### config.mk
export PLATFORM = sky130hd
export DESIGN_NAME = spi_apb_arbiter
export DESIGN_NICKNAME = d
export VERILOG_FILES = /design/src/rtl/spi_apb_arbiter.sv
export SDC_FILE = /design/constraint.sdc
export NUM_CORES = 1
export LEC_CHECK = 0
export CORE_AREA = 10 10 133 135
export CTS_CLUSTER_SIZE = 40
export DETAILED_ROUTE_END_ITERATION = 7
export DIE_AREA = 0 0 143 145
export PLACE_DENSITY = 0.85
export SKIP_CTS_REPAIR_TIMING = 1
export SLEW_MARGIN = 30
export SYNTH_ARGS = -nofsm -noshare
export SYNTH_HDL_FRONTEND = slang
export SYNTH_SLANG_ARGS = --single-unit
export TNS_END_PERCENT = 50
### constraint.sdc
create_clock -name apb_clk -period 3.5 [get_ports apb_clk]
set_input_delay 1.05 -clock apb_clk [delete_from_list [all_inputs] [get_ports apb_clk]]
set_output_delay 1.05 -clock apb_clk [all_outputs]
set_load 0.005 [all_outputs]
### src/rtl/spi_apb_arbiter.sv
// Round-robin APB master arbiter: shares one SPI peripheral register port
// among NUM_REQ requesters, one full SETUP/ACCESS transfer per grant.
module spi_apb_arbiter #(
    parameter int unsigned NUM_REQ = 4,
    parameter int unsigned ADDR_W  = 16,
    parameter int unsigned TIMEOUT = 255
) (
    input  logic                      apb_clk,
    input  logic                      apb_rst,
    input  logic [NUM_REQ-1:0]        req,
    input  logic [NUM_REQ*ADDR_W-1:0] req_addr,
    input  logic [NUM_REQ-1:0]        req_write,
    input  logic [NUM_REQ*32-1:0]     req_wdata,
    input  logic [NUM_REQ*4-1:0]      req_strb,
    output logic [NUM_REQ-1:0]        ack,
    output logic                      rsp_err,
    output logic [31:0]               rsp_rdata,
    output logic [ADDR_W-1:0]         PADDR,
    output logic                      PWRITE,
    output logic [31:0]               PWDATA,
    output logic [3:0]                PSTRB,
    output logic                      PSEL,
    output logic                      PENABLE,
    input  logic                      PREADY,
    input  logic [31:0]               PRDATA
);

    localparam int unsigned PTR_W = (NUM_REQ > 1) ? $clog2(NUM_REQ) : 1;
    localparam int unsigned CNT_W = 16;

    typedef enum logic [1:0] {
        ST_IDLE   = 2'd0,
        ST_SETUP  = 2'd1,
        ST_ACCESS = 2'd2,
        ST_DONE   = 2'd3
    } state_t;

    state_t              r_state, w_state_nxt;
    logic [PTR_W-1:0]    r_ptr, w_ptr_nxt;
    logic [PTR_W-1:0]    r_winner, w_winner_nxt;
    logic [CNT_W-1:0]    r_cnt, w_cnt_nxt;

    logic                w_found;
    logic [PTR_W-1:0]    w_win;

    logic [ADDR_W-1:0]   w_paddr_nxt;
    logic                w_pwrite_nxt;
    logic [31:0]         w_pwdata_nxt;
    logic [3:0]          w_pstrb_nxt;
    logic                w_psel_nxt;
    logic                w_penable_nxt;
    logic [NUM_REQ-1:0]  w_ack_nxt;
    logic                w_err_nxt;
    logic [31:0]         w_rdata_nxt;

    // Round-robin search: first set req at or above the pointer, wrapping
    always_comb begin
        w_found = 1'b0;
        w_win   = '0;
        for (int k = 0; k < int'(NUM_REQ); k++) begin
            if (!w_found && req[(int'(r_ptr) + k) % int'(NUM_REQ)]) begin
                w_found = 1'b1;
                w_win   = PTR_W'((int'(r_ptr) + k) % int'(NUM_REQ));
            end
        end
    end

    // Next-state and next-output logic; outputs are registered from these
    always_comb begin
        w_state_nxt   = r_state;
        w_ptr_nxt     = r_ptr;
        w_winner_nxt  = r_winner;
        w_cnt_nxt     = r_cnt;
        w_paddr_nxt   = PADDR;
        w_pwrite_nxt  = PWRITE;
        w_pwdata_nxt  = PWDATA;
        w_pstrb_nxt   = PSTRB;
        w_psel_nxt    = 1'b0;
        w_penable_nxt = 1'b0;
        w_ack_nxt     = '0;
        w_err_nxt     = 1'b0;
        w_rdata_nxt   = '0;

        case (r_state)
            ST_IDLE: begin
                if (w_found) begin
                    w_state_nxt  = ST_SETUP;
                    w_winner_nxt = w_win;
                    w_ptr_nxt    = (w_win == PTR_W'(NUM_REQ - 1)) ? '0 : w_win + PTR_W'(1);
                    w_cnt_nxt    = '0;
                    w_paddr_nxt  = req_addr[int'(w_win)*ADDR_W +: ADDR_W];
                    w_pwrite_nxt = req_write[w_win];
                    w_pwdata_nxt = req_wdata[int'(w_win)*32 +: 32];
                    w_pstrb_nxt  = req_write[w_win] ? req_strb[int'(w_win)*4 +: 4] : 4'h0;
                    w_psel_nxt   = 1'b1;
                end
            end
            ST_SETUP: begin
                w_state_nxt   = ST_ACCESS;
                w_psel_nxt    = 1'b1;
                w_penable_nxt = 1'b1;
            end
            ST_ACCESS: begin
                if (PREADY) begin
                    w_state_nxt = ST_DONE;
                    w_ack_nxt   = NUM_REQ'(1) << r_winner;
                    w_rdata_nxt = PWRITE ? 32'h0 : PRDATA;
                end else if (r_cnt == CNT_W'(TIMEOUT - 1)) begin
                    w_state_nxt = ST_DONE;
                    w_ack_nxt   = NUM_REQ'(1) << r_winner;
                    w_err_nxt   = 1'b1;
                end else begin
                    w_cnt_nxt     = r_cnt + CNT_W'(1);
                    w_psel_nxt    = 1'b1;
                    w_penable_nxt = 1'b1;
                end
            end
            ST_DONE: begin
                w_state_nxt = ST_IDLE;
            end
            default: begin
                w_state_nxt = ST_IDLE;
            end
        endcase
    end

    // State, pointer, counter and all registered outputs
    always_ff @(posedge apb_clk or negedge apb_rst) begin
        if (!apb_rst) begin
            r_state   <= ST_IDLE;
            r_ptr     <= '0;
            r_winner  <= '0;
            r_cnt     <= '0;
            PADDR     <= '0;
            PWRITE    <= 1'b0;
            PWDATA    <= '0;
            PSTRB     <= '0;
            PSEL      <= 1'b0;
            PENABLE   <= 1'b0;
            ack       <= '0;
            rsp_err   <= 1'b0;
            rsp_rdata <= '0;
        end else begin
            r_state   <= w_state_nxt;
            r_ptr     <= w_ptr_nxt;
            r_winner  <= w_winner_nxt;
            r_cnt     <= w_cnt_nxt;
            PADDR     <= w_paddr_nxt;
            PWRITE    <= w_pwrite_nxt;
            PWDATA    <= w_pwdata_nxt;
            PSTRB     <= w_pstrb_nxt;
            PSEL      <= w_psel_nxt;
            PENABLE   <= w_penable_nxt;
            ack       <= w_ack_nxt;
            rsp_err   <= w_err_nxt;
            rsp_rdata <= w_rdata_nxt;
        end
    end

endmodule

==> impl_metrics.ini <==
[cells_and_area]
multiInputGateArea_mm2 = 0.00315
area.growth.synth_to_final_pct = 68.7
drive_gt1_frac = 0.0598
regArea_mm2 = 0.00285
fin_nets = 1331
fillCellCount = 1191

[power]
ir_drop_uv = 412
p_per_area_mw_per_mm2 = 690
p_leak_nw = 4.87

[routing]
detail_route.wirelength_um = 24600
post_drt_wl_per_cell_um = 19.3
drt_iter0_markers = 347
vias = 6588
ant_nets = 0
vias_per_cell = 5.16
drt_first_pass_iters = 4
drc = 0

[status]
status = completed

[floorplan]
num_rows = 45
start_util = 0.414
dieArea_mm2 = 0.0207
core_area_mm2 = 0.0150
ios = 343
die_w_um = 143
fp.dieH_um = 145

[clock_network]
h-tree-depth = 4
cts_buffers = 17
cts.clk_slew.worst_paths_ps = 60
clock_tree.root_cell = clkbuf_16
clk_path_buf_depth = 2
cts_tree = done
insertion_delay_ps = 420
cts_sinks = 114

[synthesis]
synthCells = 753
synthSimpleGateAreaFrac = 0.358
avgSynthCellArea_um2 = 8.27
ys_types = 47
yosys_register_bits = 114
synthAdderAreaFrac = 0.0121
synth_edf_count = 0
synth_common_cells = nand2_1 (275), dfrtp_1 (114), and3_1 (108), o31ai_1 (48), clkbuf_1 (43)
synth_warnings = 0
synth_compound_area_frac = 0.115
synth_area_mm2 = 0.00623
synth_most_common_cell = nand2_1
muxShareOfSynthArea = 0.00563
syn_nets = 1010
synth_top_area_cell = dfrtp_1
synth_top_area_frac = 0.458
ys_seq_area_frac = 0.458
synth_xor_area_frac = 0.0113
ys.flop_type = dfrtp_1
synth_area_leaders = dfrtp_1 (46%), nand2_1 (17%), and3_1 (11%)
synthArstFlopShare = 1.00
synth_top_family_by_area = simple AND/OR/NAND/NOR gates

[global_routing]
first_global_vias = 6703
grt_max_degree = 73
grt_usage = 0.230
antenna_found_initial = 2
grt_pass1_wl_um = 37100
overflow = 0

[sta]
slew_viol_final = 0
rsz0062_at_grt = false
slew-limit-headroom = 0.608
tightest_slew_ps = 587
timing.hold.ws_ps = 472
min_period_ps = 2800
setup_tns_ps = 0
setup_viol = 0
max_freq_ghz = 0.357
period_share = 0.800
skew_ps = 5.80
hold_viol = 0

[critical_path]
critPathRequiredTime_ps = 3810
crit_type = in2reg
critPathTopFamily = buffers and inverters
cp_slowest_cell = clkdlybuf4s50_1
critPathBufInv = 2
worstPathCellList = clkdlybuf4s50_1, nor2b_1, o21ai_1, and3_4, buf_12, nand2_1, and3_1, o31ai_1
max_stage_delay_ps = 540
cp_max_fo = 56
cp-end-kind = register
critPathLaunchType = input port
critical_path_arrival_ps = 3110

[place]
hpwlAfterDp_um = 18900
port_buffers = 342
gp_congestion = 0.923

[run]
max-cap-violations = 0

[worst_hold_path]
hold_class = reg2reg
[metrics by stage]
step	total power [mW]	util	instance area [um^2]	setup slack (ps)	std cells
3_3_place_gp	5.38	0.657	9880	349	1243
4_1_cts	7.33	0.699	10500	701	1275
5_1_grt	7.75	0.699	10500	590	1276
3_5_place_dp	5.47	0.657	9880	247	1243
6_report	7.25	0.699	10500	699	1277
2_1_floorplan	3.77	-	6230	1060	753
[placed cells by master, fill, tap and decap left out, types with 2 or more instances in the layout]
cell and instances:
nor2_1 17, a211oi_1 5, nand2_1 275, buf_4 11
nor3b_1 2, nand2b_1 2, or3_1 4, nand3b_1 3
o21ai_0 10, and4_1 2, o31ai_1 48, nor4_1 3
buf_12 6, o21ai_1 2, a41o_1 2, ha_1 6
and2_1 34, clkdlybuf4s50_1 341, a31oi_1 2, clkbuf_16 17
o41ai_2 4, diode_2 2, inv_6 4, bufinv_16 3
dfrtp_1 114, nor3_1 2, and3_1 106, mux2i_1 2
clkinv_4 7, nand3_1 7, nor2b_1 3, xnor2_1 7
a21oi_1 7, inv_1 6
[final cells by class]
type	instances	share of cell area
multi-input cells	577	0.300
well taps	188	0.0224
repair buffers	358	0.344
clock buffers	17	0.0405
flip-flops and latches	114	0.272
diodes	2	0.000476
clock inverters	15	0.0188
inverters	6	0.00214
[final timing paths]
check                      cells after the start        from  slack [ps]            end
min reg2reg                                    2  PWDATA[26]         470     PWDATA[26]
max                                            8      req[3]         700       PADDR[8]
min                                            2  PWDATA[26]         470     PWDATA[26]
max reg2reg                                    6  r_state[0]        1190      r_cnt[10]
min in group asynchronous                      1     apb_rst         620  rsp_rdata[30]
max in group asynchronous                      2     apb_rst        2090       PSTRB[0]
[power by group]
part / switching, mW / internal (mW)
logic: 1.69 / 1.73
registers: 0.258 / 1.75
clock network: 0.681 / 1.14
[layer usage]
layer	global-route usage	wire length [um]	up-vias
li1	-	-	3188
met4	0.0841	491	2
met3	0.100	2630	33
met1	0.233	8690	3084
met2	0.405	12800	281
met5	0	15	-
[registers in the layout, summed over array words and instances (netlist names)]
name	count
r_state	2
r_ptr	2
rsp_err	1
PWDATA	32
ack	4
r_cnt	16
PENABLE	1
PSTRB	4
PSEL	1
PWRITE	1
r_winner	2
rsp_rdata	32
PADDR	16
[tightest hold or removal path: cells and delay by family (launching register included)]
family             cells  cell delay (ps)
AOI/OAI and AO/OA      1               50
DFF                    1              340
and+or+nand+nor        1               50
[kinds of logic (layout without fill, tap and decap cells)]
| group | count (synthesis) | in the layout |
|---|---|---|
| adders and majority gates | 6 | 6 |
| other | 0 | 2 |
| AOI/OAI and AO/OA | 90 | 90 |
| and+or+nand+nor | 470 | 470 |
| DFF | 114 | 114 |
| buffers and inverters | 62 | 396 |
| xor gates and xnor gates | 8 | 8 |
| muxes | 3 | 3 |
No activity file was read; power rests on OpenSTA's default activity.
